==> config.mk <==
export PLATFORM = sky130hd
export DESIGN_NAME = conv_frame_ctrl
export DESIGN_NICKNAME = d
export VERILOG_FILES = /design/src/rtl/conv_ctrl_pkg.sv /design/src/rtl/conv_frame_ctrl_result_fifo.sv /design/src/rtl/conv_frame_ctrl.sv
export SDC_FILE = /design/constraint.sdc
export NUM_CORES = 1
export LEC_CHECK = 0
export BUFFER_PORTS_ARGS = -buffer_cell sky130_fd_sc_hd__buf_2
export CAP_MARGIN = 10
export CORE_MARGIN = 3
export CORE_UTILIZATION = 55
export CTS_CLUSTER_DIAMETER = 150
export DETAILED_ROUTE_END_ITERATION = 8
export PLACE_DENSITY = 0.77
export SETUP_SLACK_MARGIN = 0.15
export SLEW_MARGIN = 20
export SYNTH_ARGS = -nofsm -noshare
export SYNTH_HDL_FRONTEND = slang
export SYNTH_HIERARCHICAL = 1
export SYNTH_SLANG_ARGS = --single-unit
==> constraint.sdc <==
create_clock -name CLK -period 4.1 [get_ports CLK]
set_clock_uncertainty 0.05 [all_clocks]
set_input_delay 0.205 -clock CLK [delete_from_list [all_inputs] [get_ports CLK]]
set_output_delay 0.205 -clock CLK [all_outputs]
set_load 0.03 [all_outputs]
==> src/rtl/conv_ctrl_pkg.sv <==
// Shared types and constants for the convolution frame controller.
// State encoding, error-flag bit positions and pixel bundle.
package conv_ctrl_pkg;

  typedef enum logic [2:0] {
    IDLE,
    HDR_W,
    HDR_H,
    PIXELS,
    DONE,
    ERROR
  } state_t;

  localparam int ERR_BAD_HDR = 0;
  localparam int ERR_ABORT   = 1;
  localparam int ERR_OVF     = 2;
  localparam int ERR_UDF     = 3;

  localparam logic [7:0] DEF_START_CMD = 8'hA5;
  localparam logic [7:0] DEF_FILL_BYTE = 8'h00;

  typedef struct packed {
    logic       valid;
    logic [7:0] data;
    logic       fs;
    logic       ls;
    logic       fe;
  } pix_t;

  function automatic logic in_frame(state_t s);
    return (s == HDR_W) || (s == HDR_H) || (s == PIXELS);
  endfunction

endpackage

==> src/rtl/conv_frame_ctrl_result_fifo.sv <==
// Result FIFO between the conv core and the SPI transmit side.
// Pop on empty is ignored; push on full only succeeds with a pop.
module result_fifo #(
  parameter int DEPTH = 8,
  parameter int W     = 8,
  parameter int CW    = $clog2(DEPTH + 1)
) (
  input  logic          CLK,
  input  logic          RESET_N,
  input  logic          flush,
  input  logic          push,
  input  logic          pop,
  input  logic [W-1:0]  din,
  output logic [W-1:0]  head,
  output logic [CW-1:0] count,
  output logic          full,
  output logic          empty
);

  localparam int AW = $clog2(DEPTH);

  logic [W-1:0]  mem [DEPTH];
  logic [AW-1:0] wr_ptr;
  logic [AW-1:0] rd_ptr;
  logic          do_push;
  logic          do_pop;

  assign full    = (count == CW'(DEPTH));
  assign empty   = (count == '0);
  assign do_pop  = pop && !empty;
  assign do_push = push && (!full || do_pop);
  assign head    = mem[rd_ptr];

  // Storage write; data array needs no reset.
  always_ff @(posedge CLK) begin
    if (do_push && !flush)
      mem[wr_ptr] <= din;
  end

  // Pointer and occupancy bookkeeping, flush empties the queue.
  always_ff @(posedge CLK or negedge RESET_N) begin
    if (!RESET_N) begin
      wr_ptr <= '0;
      rd_ptr <= '0;
      count  <= '0;
    end else if (flush) begin
      wr_ptr <= '0;
      rd_ptr <= '0;
      count  <= '0;
    end else begin
      if (do_push)
        wr_ptr <= wr_ptr + AW'(1);
      if (do_pop)
        rd_ptr <= rd_ptr + AW'(1);
      unique case ({do_push, do_pop})
        2'b10:   count <= count + CW'(1);
        2'b01:   count <= count - CW'(1);
        default: count <= count;
      endcase
    end
  end

endmodule

==> src/rtl/conv_frame_ctrl.sv <==
// Frame controller: header parse, pixel forwarding with markers,
// result buffering for SPI readback and sticky error reporting.
module conv_frame_ctrl
  import conv_ctrl_pkg::*;
#(
  parameter int         FIFO_DEPTH = 8,
  parameter logic [7:0] START_CMD  = DEF_START_CMD,
  parameter logic [7:0] FILL_BYTE  = DEF_FILL_BYTE
) (
  input  logic       CLK,
  input  logic       RESET_N,
  input  logic       ssel_active,
  input  logic       rx_valid,
  input  logic [7:0] rx_byte,
  output logic       pix_valid,
  output logic [7:0] pix_data,
  output logic       frame_start,
  output logic       line_start,
  output logic       frame_end,
  output logic       frame_abort,
  input  logic       res_valid,
  input  logic [7:0] res_data,
  input  logic       tx_req,
  output logic [7:0] tx_byte,
  output logic       busy,
  output logic [3:0] err_flags
);

  localparam int CW = $clog2(FIFO_DEPTH + 1);

  state_t     state_q, state_d;
  logic [7:0] w_q, w_d;
  logic [7:0] h_q, h_d;
  logic [7:0] col_q, col_d;
  logic [7:0] row_q, row_d;
  pix_t       pix_q, pix_d;
  logic       abort_q, abort_d;
  logic       busy_q;
  logic [3:0] err_q, err_d;
  logic       bad_hdr;
  logic       start_acc;
  logic       last;

  logic [7:0]    fifo_head;
  logic [CW-1:0] fifo_cnt;
  logic          fifo_full;
  logic          fifo_empty;
  logic          ovf_evt;
  logic          udf_evt;

  assign last = (col_q == w_q - 8'd1) && (row_q == h_q - 8'd1);

  // Next state, counters and the registered pixel bundle.
  always_comb begin
    state_d   = state_q;
    w_d       = w_q;
    h_d       = h_q;
    col_d     = col_q;
    row_d     = row_q;
    pix_d     = '0;
    abort_d   = 1'b0;
    bad_hdr   = 1'b0;
    start_acc = 1'b0;
    if (!ssel_active) begin
      state_d = IDLE;
      abort_d = in_frame(state_q);
    end else if (rx_valid) begin
      unique case (state_q)
        IDLE: begin
          if (rx_byte == START_CMD) begin
            state_d   = HDR_W;
            start_acc = 1'b1;
          end
        end
        HDR_W: begin
          if (rx_byte == 8'd0) begin
            state_d = ERROR;
            bad_hdr = 1'b1;
          end else begin
            w_d     = rx_byte;
            state_d = HDR_H;
          end
        end
        HDR_H: begin
          if (rx_byte == 8'd0) begin
            state_d = ERROR;
            bad_hdr = 1'b1;
          end else begin
            h_d     = rx_byte;
            col_d   = 8'd0;
            row_d   = 8'd0;
            state_d = PIXELS;
          end
        end
        PIXELS: begin
          pix_d.valid = 1'b1;
          pix_d.data  = rx_byte;
          pix_d.fs    = (row_q == 8'd0) && (col_q == 8'd0);
          pix_d.ls    = (col_q == 8'd0);
          pix_d.fe    = last;
          if (col_q == w_q - 8'd1) begin
            col_d = 8'd0;
            row_d = row_q + 8'd1;
          end else begin
            col_d = col_q + 8'd1;
          end
          if (last)
            state_d = DONE;
        end
        default: ;
      endcase
    end
  end

  assign ovf_evt = res_valid && fifo_full && !tx_req;
  assign udf_evt = tx_req && fifo_empty;

  // Sticky flags; a new frame start clears them all.
  always_comb begin
    err_d = err_q;
    err_d[ERR_BAD_HDR] = err_q[ERR_BAD_HDR] | bad_hdr;
    err_d[ERR_ABORT]   = err_q[ERR_ABORT] | abort_d;
    err_d[ERR_OVF]     = err_q[ERR_OVF] | ovf_evt;
    err_d[ERR_UDF]     = err_q[ERR_UDF] | udf_evt;
    if (start_acc)
      err_d = '0;
  end

  // All control state and registered outputs.
  always_ff @(posedge CLK or negedge RESET_N) begin
    if (!RESET_N) begin
      state_q <= IDLE;
      w_q     <= '0;
      h_q     <= '0;
      col_q   <= '0;
      row_q   <= '0;
      pix_q   <= '0;
      abort_q <= 1'b0;
      busy_q  <= 1'b0;
      err_q   <= '0;
    end else begin
      state_q <= state_d;
      w_q     <= w_d;
      h_q     <= h_d;
      col_q   <= col_d;
      row_q   <= row_d;
      pix_q   <= pix_d;
      abort_q <= abort_d;
      busy_q  <= (state_d != IDLE);
      err_q   <= err_d;
    end
  end

  result_fifo #(
    .DEPTH (FIFO_DEPTH),
    .W     (8),
    .CW    (CW)
  ) u_fifo (
    .CLK     (CLK),
    .RESET_N (RESET_N),
    .flush   (start_acc),
    .push    (res_valid),
    .pop     (tx_req),
    .din     (res_data),
    .head    (fifo_head),
    .count   (fifo_cnt),
    .full    (fifo_full),
    .empty   (fifo_empty)
  );

  assign tx_byte     = (fifo_cnt == '0) ? FILL_BYTE : fifo_head;
  assign pix_valid   = pix_q.valid;
  assign pix_data    = pix_q.data;
  assign frame_start = pix_q.fs;
  assign line_start  = pix_q.ls;
  assign frame_end   = pix_q.fe;
  assign frame_abort = abort_q;
  assign busy        = busy_q;
  assign err_flags   = err_q;

endmodule

==> impl_metrics.toml, run 1 <==
[layout]
nNetsFinal = 566
postLayoutCoreUtil = 0.6869
fin_cells = 682
fin_area_mm2 = 0.007187
syn_to_final_growth_pct = 19.94
layout-drive-gt1-share = 0.2601
multi_input_area_mm2 = 0.002375
regArea_mm2 = 0.003500
num_antenna_cells = 0
nFillCells = 733

[synth]
yosys.area_share.simple = 0.1338
syn_inst = 453
ys_types = 68
synthArstFlopShare = 0.4961
muxShareOfSynthArea = 0.1059
synthFlopType = "edfxtp_1"
synth_edf_count = 64
synth_compound_area_frac = 0.09480
avgSynthCellArea_um2 = 13.23
syn_nets = 486
ys_ff_latch = 127
ys_seq_area_frac = 0.5838
synth_xor_area_frac = 0.03508
syn-cell-area_mm2 = 0.005992
synth_adder_area_share = 0.02422
synth_top_family_by_area = "simple AND/OR/NAND/NOR gates"
yosys_warnings = 6

[run]
cap_violations = 0

[outcome]
outcome = "finished, final reports clean"

[sta]
setup_viol = 0
min_period_ns = 3.255
layout_setup_ws_ns = 0.8450
maxSlewViolCount = 0
tns_ns = 0
worst_pin_slew_ns = 0.8997
hold_viol = 0
rsz0062_at_grt = "false"
fmax_ghz = 0.3072
timing.hold.ws_ns = 0.06279
fin_crit_sh = 0.7939
relSlewSlack = 0.3980

[min_path]
whs_path_depth = 3
whs_endpoint = "err_flags[3]$_DFF_PN0_"
min_from = "tx_req"
hold_path_class = "input port to flip-flop"

[clocking]
cts.path.max_buffers = 2
cts_made_buffers = 17
post_cts_resized = 0
cts.clk_slew.worst_paths_ns = 0.06
worstSkewPairLatency_ns = 0.51
root_buffer = "clkbuf_8"
cts_tree = "done"
htreeDepth = 4
clock_sinks = 127

[die]
ios = 48
start_util = 0.5727
core.rowCount = 37
dieArea_mm2 = 0.01218
core_mm2 = 0.01046
fp.dieW_um = 110.4
die_h_um = 110.4

[place]
port_buffers = 47
dp.cells = 631
placed_area_mm2 = 0.006412
post-place-ws_ns = 0.9421
place_congestion = 0.8531
hpwl_mm = 8.340

[worst_setup_path]
end_kind = "flip-flop"
crit_slowest_cell = "a311oi_4"
critPathKind = "flip-flop to flip-flop"
crit_path_start_kind = "flip-flop"
ff2ff_setup_slack_ns = 0.84
cpPeakStageDelay_ns = 0.68
rr_startpoint = "w_q[0]$_DFFE_PN0P_"
path_cells = "inv_1 > ha_1 > or3b_1 > nor4_1 > o2111ai_1 > a311oi_4 > a21oi_2 > or3_1 > a311o_1"
arrival_ns = 3.60
r2r_end = "busy$_DFF_PN0_"
cp_max_fo = 12
r2r_cells = 9
path_buf_inv = 1
crit_family = "compound AO/OA/AOI/OAI gates"
worstPathRequired_ns = 4.45

[grt]
grt_pass1_wl_mm = 20.37
grt_max_degree = 64
grt_pass1_vias = 4153
gr-total-overflow = 0
track_usage = 0.2235
antenna_found_initial = 0

[route]
vias = 4013
ant_nets = 0
drt-wirelength-per-cell_um = 18.33
first_iter_violations = 260
vias_per_cell = 5.884
drc = 0
firstDrtPassIters = 5
totalWireLength_mm = 12.50

[power_and_ir_drop]
power_mw = 4.581
ir_worst_vdd_mv = 0.4264
powerDensity_mw_per_mm2 = 637.5
p_leak_nw = 2.909
-- layer usage --
layer,up-vias,share of wire,global-route usage
li1,1878,-,-
met1,1976,0.40,0.2670
met2,133,0.53,0.3869
met3,26,0.051,0.04252
met4,0,0.024,0.1126
met5,-,0,0
-- report_power, final --
| part | total [mW] | switching (mW) | internal (mW) |
|---|---|---|---|
| sequential | 1.86 | 0.293 | 1.56 |
| combinational | 1.29 | 0.659 | 0.630 |
| clock | 1.44 | 0.562 | 0.874 |
| total | 4.58 | 1.51 | 3.07 |
-- cells by family after synthesis --
kind of cell    Yosys count
simple gates            146
flops                   127
compound gates           72
mux                      40
buf+inv                  33
xor+xnor                 24
fa+ha+maj                11
-- how the worst max path moves through the flow --
stage	depth (start not counted)	slack, ns	endpoint	start
after floorplan	9	1.46	busy$_DFF_PN0_	w_q[0]$_DFFE_PN0P_
after global placement	9	1.06	busy$_DFF_PN0_	w_q[0]$_DFFE_PN0P_
after detailed placement	9	0.94	busy$_DFF_PN0_	w_q[0]$_DFFE_PN0P_
after CTS	9	0.91	busy$_DFF_PN0_	w_q[0]$_DFFE_PN0P_
after global routing	9	0.70	busy$_DFF_PN0_	w_q[0]$_DFFE_PN0P_
final	9	0.84	busy$_DFF_PN0_	w_q[0]$_DFFE_PN0P_
-- flip-flops by register name (all words and copies together) (netlist names), 3 cells and up --
signal and flops:
state_q 3, u_fifo/rd_ptr 3, row_q 8, w_q 8, col_q 8, u_fifo/wr_ptr 3, u_fifo/count 4, u_fifo/mem 64
err_flags 4, pix_data 8, h_q 8
-- synthesized netlist by cell type (all sizes together) (2+ instances only) --
master	number	share of area
nand2	18	0.011
a21o	5	0.0063
o31ai	4	0.0050
nor3	14	0.012
edfxtp	64	0.32
o2111ai	3	0.0044
mux2i	3	0.0050
o21a	2	0.0025
nor3b	2	0.0025
nor4	8	0.010
mux2	21	0.041
a31oi	4	0.0067
nor2b	10	0.010
or3	3	0.0031
nand2b	10	0.010
nand4	4	0.0042
ha	10	0.021
o22ai	2	0.0021
and2	9	0.0094
xnor2	9	0.013
xor2	15	0.022
nor4b	4	0.0058
mux4	16	0.060
a21oi	8	0.0073
o211ai	6	0.0075
dfrtp	63	0.26
a2111oi	2	0.0061
o21ai	20	0.019
clkbuf	8	0.0050
nor2	37	0.024
buf	7	0.0061
or4	4	0.0056
nand3	10	0.0084
and3	7	0.0073
inv	18	0.011
-- cell type report --
class | count | share of cell area
clock buffers | 18 | 0.05815
clock inverters | 14 | 0.02176
inverters | 18 | 0.009401
multi-input cells | 293 | 0.3304
flip-flops and latches | 127 | 0.4869
well taps | 136 | 0.02368
repair buffers | 76 | 0.06964
-- cells in the final DEF, fill, tap and decap left out, types with 15 or more instances in the layout --
| cell | netlist | routed |
|---|---|---|
| edfxtp_1 | 64 | 64 |
| dfrtp_1 | 63 | 62 |
| buf_2 | 5 | 47 |
| nor2_1 | 35 | 35 |
| mux2_2 | 19 | 19 |
| o21ai_0 | 19 | 19 |
| dlygate4sd3_1 | 0 | 19 |
| inv_1 | 18 | 18 |
| nand2_1 | 18 | 18 |
| clkbuf_16 | 0 | 16 |
| mux4_2 | 16 | 16 |
| xor2_1 | 15 | 15 |
-- timing repair --
item | CTS | global route
hold buffers | 19 | 0
endpoints found under the hold margin | 157 | 0
setup buffers | 0 | 0
-- worst reg2reg max path, stage by stage (launching register included) --
cell and delay (ns):
dfrtp_1 0.43, inv_1 0.10, ha_1 0.19, or3b_1 0.40, nor4_1 0.21, o2111ai_1 0.23
a311oi_4 0.68, a21oi_2 0.11, or3_1 0.39, a311o_1 0.35
Note: power is estimated with default switching activity, not from simulation.
==> run 2: changes to the inputs <==
- clock period: 4.1 -> 3.12 ns (I/O delays scaled with it)
==> run 2 against run 1 <==
Net effect:
- sequential power is 28% higher
- worst setup slack worse by 0.62 ns
- total power is 34% higher
- sequential share of layout area shrank 0.78 points
- design area is 1.6% higher
- register-to-register slack lost 0.62 ns
- maximum frequency increased by 12%
- core utilization rose by 1.1 points
- clock power up 35%
==> impl_metrics.toml, run 2 (same netlist as run 1, synthesis figures left out) <==
[layout]
largest_reg_flops = 64
num_antenna_cells = 0
syn_to_final_growth_pct = 21.84
fin_area_mm2 = 0.007301
postLayoutCoreUtil = 0.6978
nNetsFinal = 579
nFillCells = 722
final_cell_mix = "edfxtp_1 (64), dfrtp_1 (63), buf_2 (47)"
regMostFlops = "u_fifo/mem"
layout-drive-gt1-share = 0.2755
final_common_cell = "edfxtp_1"

[place]
port_buffers = 47
placed_area_mm2 = 0.006480
post-place-ws_ns = 0.1258
hpwl_mm = 8.687
place_congestion = 0.8795

[power_and_ir_drop]
p_leak_nw = 2.975
power_mw = 6.143
powerDensity_mw_per_mm2 = 841.5
ir_worst_vdd_mv = 0.5806

[die]
start_util = 0.5727
fp.dieW_um = 110.4
core.rowCount = 37
core_mm2 = 0.01046
die_h_um = 110.4
ios = 48
dieArea_mm2 = 0.01218

[grt]
gr-total-overflow = 0
grt_max_degree = 36
antenna_found_initial = 0
grt_pass1_wl_mm = 21.31
grt_pass1_vias = 4169
track_usage = 0.2363

[clocking]
root_buffer = "clkbuf_8"
cts.clk_slew.worst_paths_ns = 0.06
htreeDepth = 4
cts_made_buffers = 17
worstSkewPairLatency_ns = 0.53
clock_sinks = 127
cts.path.max_buffers = 2
cts_tree = "done"

[sta]
fin_crit_sh = 0.9286
min_period_ns = 2.897
relSlewSlack = 0.4243
fmax_ghz = 0.3452
worst_pin_slew_ns = 0.8603
hold_viol = 0
setup_viol = 0
layout_setup_ws_ns = 0.2228
maxSlewViolCount = 0
tns_ns = 0
rsz0062_at_grt = "false"

[route]
first_iter_violations = 360
vias_per_cell = 5.803
totalWireLength_mm = 13.12
drc = 0
drt-wirelength-per-cell_um = 18.88
firstDrtPassIters = 4
vias = 4033
ant_nets = 0

[worst_setup_path]
crit_path_start_kind = "flip-flop"
worstPathRequired_ns = 3.49
end_kind = "flip-flop"
critPathKind = "flip-flop to flip-flop"
arrival_ns = 3.26
cp_max_fo = 6

[min_path]
hold_path_class = "input port to flip-flop"

[run]
cap_violations = 0

[outcome]
outcome = "finished, final reports clean"
run 2: metrics by stage:
| stage | std cells | hold WS [ns] |
|---|---|---|
| detailed placement | 640 | 0.1902 |
| global placement | 640 | 0.1653 |
| finish | 695 | 0.02811 |
| floorplan | 453 | -0.1896 |
| CTS | 692 | 0.006233 |
| global route | 695 | 0.06979 |
run 2: worst max-delay path, cell delays in order (launching register included):
cell and delay [ns]:
dfrtp_1 0.42, inv_1 0.09, ha_1 0.20, or3b_4 0.42, o31a_1 0.27, o2111ai_2 0.24, a311oi_4 0.06, buf_4 0.18
buf_4 0.16, and3_1 0.18, a21o_1 0.18, a311o_1 0.32
run 2: final timing paths:
check | startpoint | end | slack (ns) | depth (start not counted)
max | w_q[0]$_DFFE_PN0P_ | busy$_DFF_PN0_ | 0.22 | 11
min | res_valid | err_flags[2]$_DFF_PN0_ | 0.03 | 3
max reg2reg | w_q[0]$_DFFE_PN0P_ | busy$_DFF_PN0_ | 0.22 | 11
min reg2reg | err_flags[3]$_DFF_PN0_ | err_flags[3]$_DFF_PN0_ | 0.44 | 2
max in group asynchronous | RESET_N | line_start$_DFF_PN0_ | 1.93 | 3
min in group asynchronous | RESET_N | u_fifo/rd_ptr[0]$_DFFE_PN0P_ | 0.16 | 2
run 2: area by class of cell:
class / count / area (um^2) / area share
Clock buffer: 18 / 417.9 / 0.05724
Clock inverter: 14 / 165.2 / 0.02262
Inverter: 18 / 67.56 / 0.009255
Multi-Input combinational cell: 293 / 2381 / 0.3261
Sequential cell: 127 / 3498 / 0.4792
Tap cell: 136 / 170.2 / 0.02331
Timing Repair Buffer: 89 / 600.6 / 0.08226
run 2: timing repair:
action / 4_1_cts / 5_1_grt
setup buffers: 0 / 3
pin swaps: 1 / 1
setup endpoints to repair: 1 / 3
resized for setup: 0 / 3
hold endpoints to repair: 124 / 0
gates cloned: 0 / 0
hold buffers: 20 / 0
run 2: per-layer routing:
layer,GRT usage,vias to the layer above,part of all wire
met5,0,-,0
met4,0.1099,0,0.021
met3,0.06057,16,0.044
met2,0.3995,95,0.52
met1,0.2842,2027,0.41
li1,-,1895,-
run 2: where the power goes:
| group | internal (mW) | switching [mW] |
|---|---|---|
| Clock | 1.22 | 0.738 |
| Combinational | 0.864 | 0.951 |
| Sequential | 2.05 | 0.321 |
| Total | 4.13 | 2.01 |
==> run 3: changes to the inputs <==
- ABC_AREA: not set -> 1
- CORE_MARGIN: 3 -> 5
==> run 3 against run 2 <==
Net effect:
- largest cell class unchanged
- clock power about the same
- non-clock buffer count is 29 lower
- core utilization is 4.9 points lower
- die area grew 13%
- largest power group unchanged
- design area increased by 1.0%
- sequential power is 4% lower
- critical endpoint is now tx_byte[2]
- via count up 23%
- worst hold slack got worse by 0.013 ns
==> impl_metrics.toml, run 3 <==
[grt]
grt_max_degree = 38
track_usage = 0.2179
use_met2 = 0.3490
antenna_found_initial = 0
gr-usage-met1 = 0.2683
gr-total-overflow = 0
grt_pass1_vias = 4939
grt.busiest_layer = "met2"
grt_use_met3 = 0.06833
grt_pass1_wl_mm = 24.20

[worst_setup_path]
path_buf_inv = 2
r2r_cells = 9
cp_max_fo = 34
rr_startpoint = "state_q[2]$_DFF_PN0_"
ff2ff_setup_slack_ns = 0.90
arrival_ns = 2.41
crit_family = "flip-flops"
path_common_cell = "nand2_1"
path_cells = "o21ai_0 > o21ai_1 > nand2_1 > nand2_1 > inv_1 > nor2_1 > buf_2"
end_kind = "primary output"
r2r_end = "u_fifo/mem[3][6]$_DFFE_PP_"
cpPeakStageDelay_ns = 0.97
worstPathRequired_ns = 2.91
critPathKind = "flip-flop to primary output"
crit_path_start_kind = "flip-flop"
crit_slowest_cell = "dfrtp_1"

[clocking]
cts.clk_slew.worst_paths_ns = 0.06
root_buffer = "clkbuf_16"
htreeDepth = 4
cts_tree = "done"
post_cts.repair.setup_buffers = 0
cts.path.max_buffers = 2
cts_made_buffers = 17
clock_sinks = 127
worstSkewPairLatency_ns = 0.42

[die]
fp.dieW_um = 117.3
dieArea_mm2 = 0.01376
die_h_um = 117.3
start_util = 0.5571
core.rowCount = 39
ios = 48
core_mm2 = 0.01137

[layout]
fin_cells = 920
final_cell_mix = "nand2_1 (157), nor2_1 (100), inv_1 (68)"
syn_to_final_growth_pct = 16.44
nNetsFinal = 797
final_common_cell = "nand2_1"
layout-drive-gt1-share = 0.1802
largest_reg_flops = 64
fin_area_mm2 = 0.007375
nFillCells = 900
regMostFlops = "u_fifo/mem"
num_antenna_cells = 0
postLayoutCoreUtil = 0.6486

[route]
drt-wirelength-per-cell_um = 15.65
vias = 4964
firstDrtPassIters = 5
totalWireLength_mm = 14.40
drc = 0
first_iter_violations = 407
ant_nets = 0
vias_per_cell = 5.396

[power_and_ir_drop]
swShare = 0.3826
intPower_mw = 3.878
switchingPower_mw = 2.404
powerDensity_mw_per_mm2 = 851.9
seq_power_share = 0.364
p_leak_nw = 3.361
p_clk_frac = 0.312
pwr-share-comb = 0.325
ir_worst_vdd_mv = 0.6125
power_mw = 6.282

[sta]
timing.hold.ws_ns = 0.01549
hold_viol = 0
relSlewSlack = 0.3542
setup_viol = 0
maxSlewViolCount = 0
fmax_ghz = 0.3827
fin_crit_sh = 0.8375
tns_ns = 0
rsz0062_at_grt = "false"
min_period_ns = 2.613
worst_pin_slew_ns = 0.9687
layout_setup_ws_ns = 0.5071

[run]
cap_violations = 0

[synth]
ys_ff_latch = 127
yosys-top-cells-area = "edfxtp_1 (30%), dfrtp_1 (25%), nand2_1 (9.3%)"
syn-cell-area_mm2 = 0.006334
synthArstFlopShare = 0.4961
syn_inst = 702
synth_edf_count = 64
avgSynthCellArea_um2 = 9.022
syn_nets = 735
ys_types = 43
synthFlopType = "edfxtp_1"
synth_common_cells = "nand2_1 (157), nor2_1 (100), inv_1 (68)"
yosysMostFrequentCell = "nand2_1"
yosysTopAreaCellShare = 0.3034
synth_top_cell_by_area = "edfxtp_1"
yosys_warnings = 6
ys_seq_area_frac = 0.5524

[place]
hpwl_mm = 9.952
place_congestion = 0.9042
dp.cells = 879
port_buffers = 47
placed_area_mm2 = 0.006696
post-place-ws_ns = 0.9328

[outcome]
outcome = "finished, final reports clean"

[min_path]
whs_path_depth = 3
hold_path_class = "input port to flip-flop"
min_from = "res_valid"
whs_endpoint = "u_fifo/wr_ptr[2]$_DFFE_PN0P_"
run 3: changes by cell type in the layout (fill, tap and decap cells not counted), moves of 18 or more:
cell and change:
o21ai_0 +35, nand3_1 +24, buf_4 -18, mux2_2 -19, inv_1 +50, nand2_1 +139, nor2_1 +65
run 3: worst max path at each step:
stage | cells after the start | slack [ns] | startpoint | endpoint
6_report | 7 | 0.51 | u_fifo/rd_ptr[1]$_DFFE_PN0P_ | tx_byte[2]
5_1_grt | 7 | 0.31 | u_fifo/rd_ptr[1]$_DFFE_PN0P_ | tx_byte[2]
4_1_cts | 7 | 0.55 | u_fifo/rd_ptr[1]$_DFFE_PN0P_ | tx_byte[2]
3_5_place_dp | 9 | 0.93 | state_q[2]$_DFF_PN0_ | u_fifo/mem[3][1]$_DFFE_PP_
3_3_place_gp | 9 | 1.01 | state_q[2]$_DFF_PN0_ | u_fifo/mem[7][7]$_DFFE_PP_
2_1_floorplan | 10 | 1.15 | state_q[2]$_DFF_PN0_ | u_fifo/count[0]$_DFFE_PN0P_
run 3: timing repair:
| action | 4_1_cts | 5_1_grt |
|---|---|---|
| endpoints found under the setup margin | 0 | 0 |
| hold buffers | 9 | 0 |
| gates resized for setup | 0 | 0 |
| endpoints found under the hold margin | 58 | 0 |
run 3: cells by family after synthesis:
| family | count (synthesis) | synth area share |
|---|---|---|
| xor+xnor | 22 | 0.03042 |
| compound gates | 95 | 0.08416 |
| buf+inv | 99 | 0.06144 |
| simple gates | 348 | 0.2487 |
| flops | 127 | 0.5524 |
| fa+ha+maj | 11 | 0.02292 |
run 3: worst reg2reg max path, delay by kind of cell (launching register included):
kind | cells | cell delay [ns]
buffers and inverters | 2 | 0.29
DFF | 1 | 0.44
and+or+nand+nor | 7 | 1.07
run 3: final cells by class:
class	instances	area, um^2	area share
clock buffer	17	425.4	0.05769
clock inverter	15	162.7	0.02206
inverter	82	307.8	0.04174
multi-input combinational	476	2446	0.3317
sequential	127	3498	0.4744
tap	143	178.9	0.02426
timing repair buffer	60	355.3	0.04818
run 3: power by group through the flow:
stage	registers [mW]	clock network, mW	logic, mW
final	2.29	1.96	2.04
after global routing	2.32	2.07	2.30
after CTS	2.28	1.98	2.04
after detailed placement	2.31	0	2.00
after global placement	2.30	0	1.95
after floorplan	2.23	0	1.54
run 3: layer usage:
| metal | up-vias | share of wire |
|---|---|---|
| li1 | 2407 | - |
| met1 | 2345 | 0.42 |
| met2 | 174 | 0.48 |
| met3 | 38 | 0.065 |
| met4 | 0 | 0.035 |
| met5 | - | 0 |
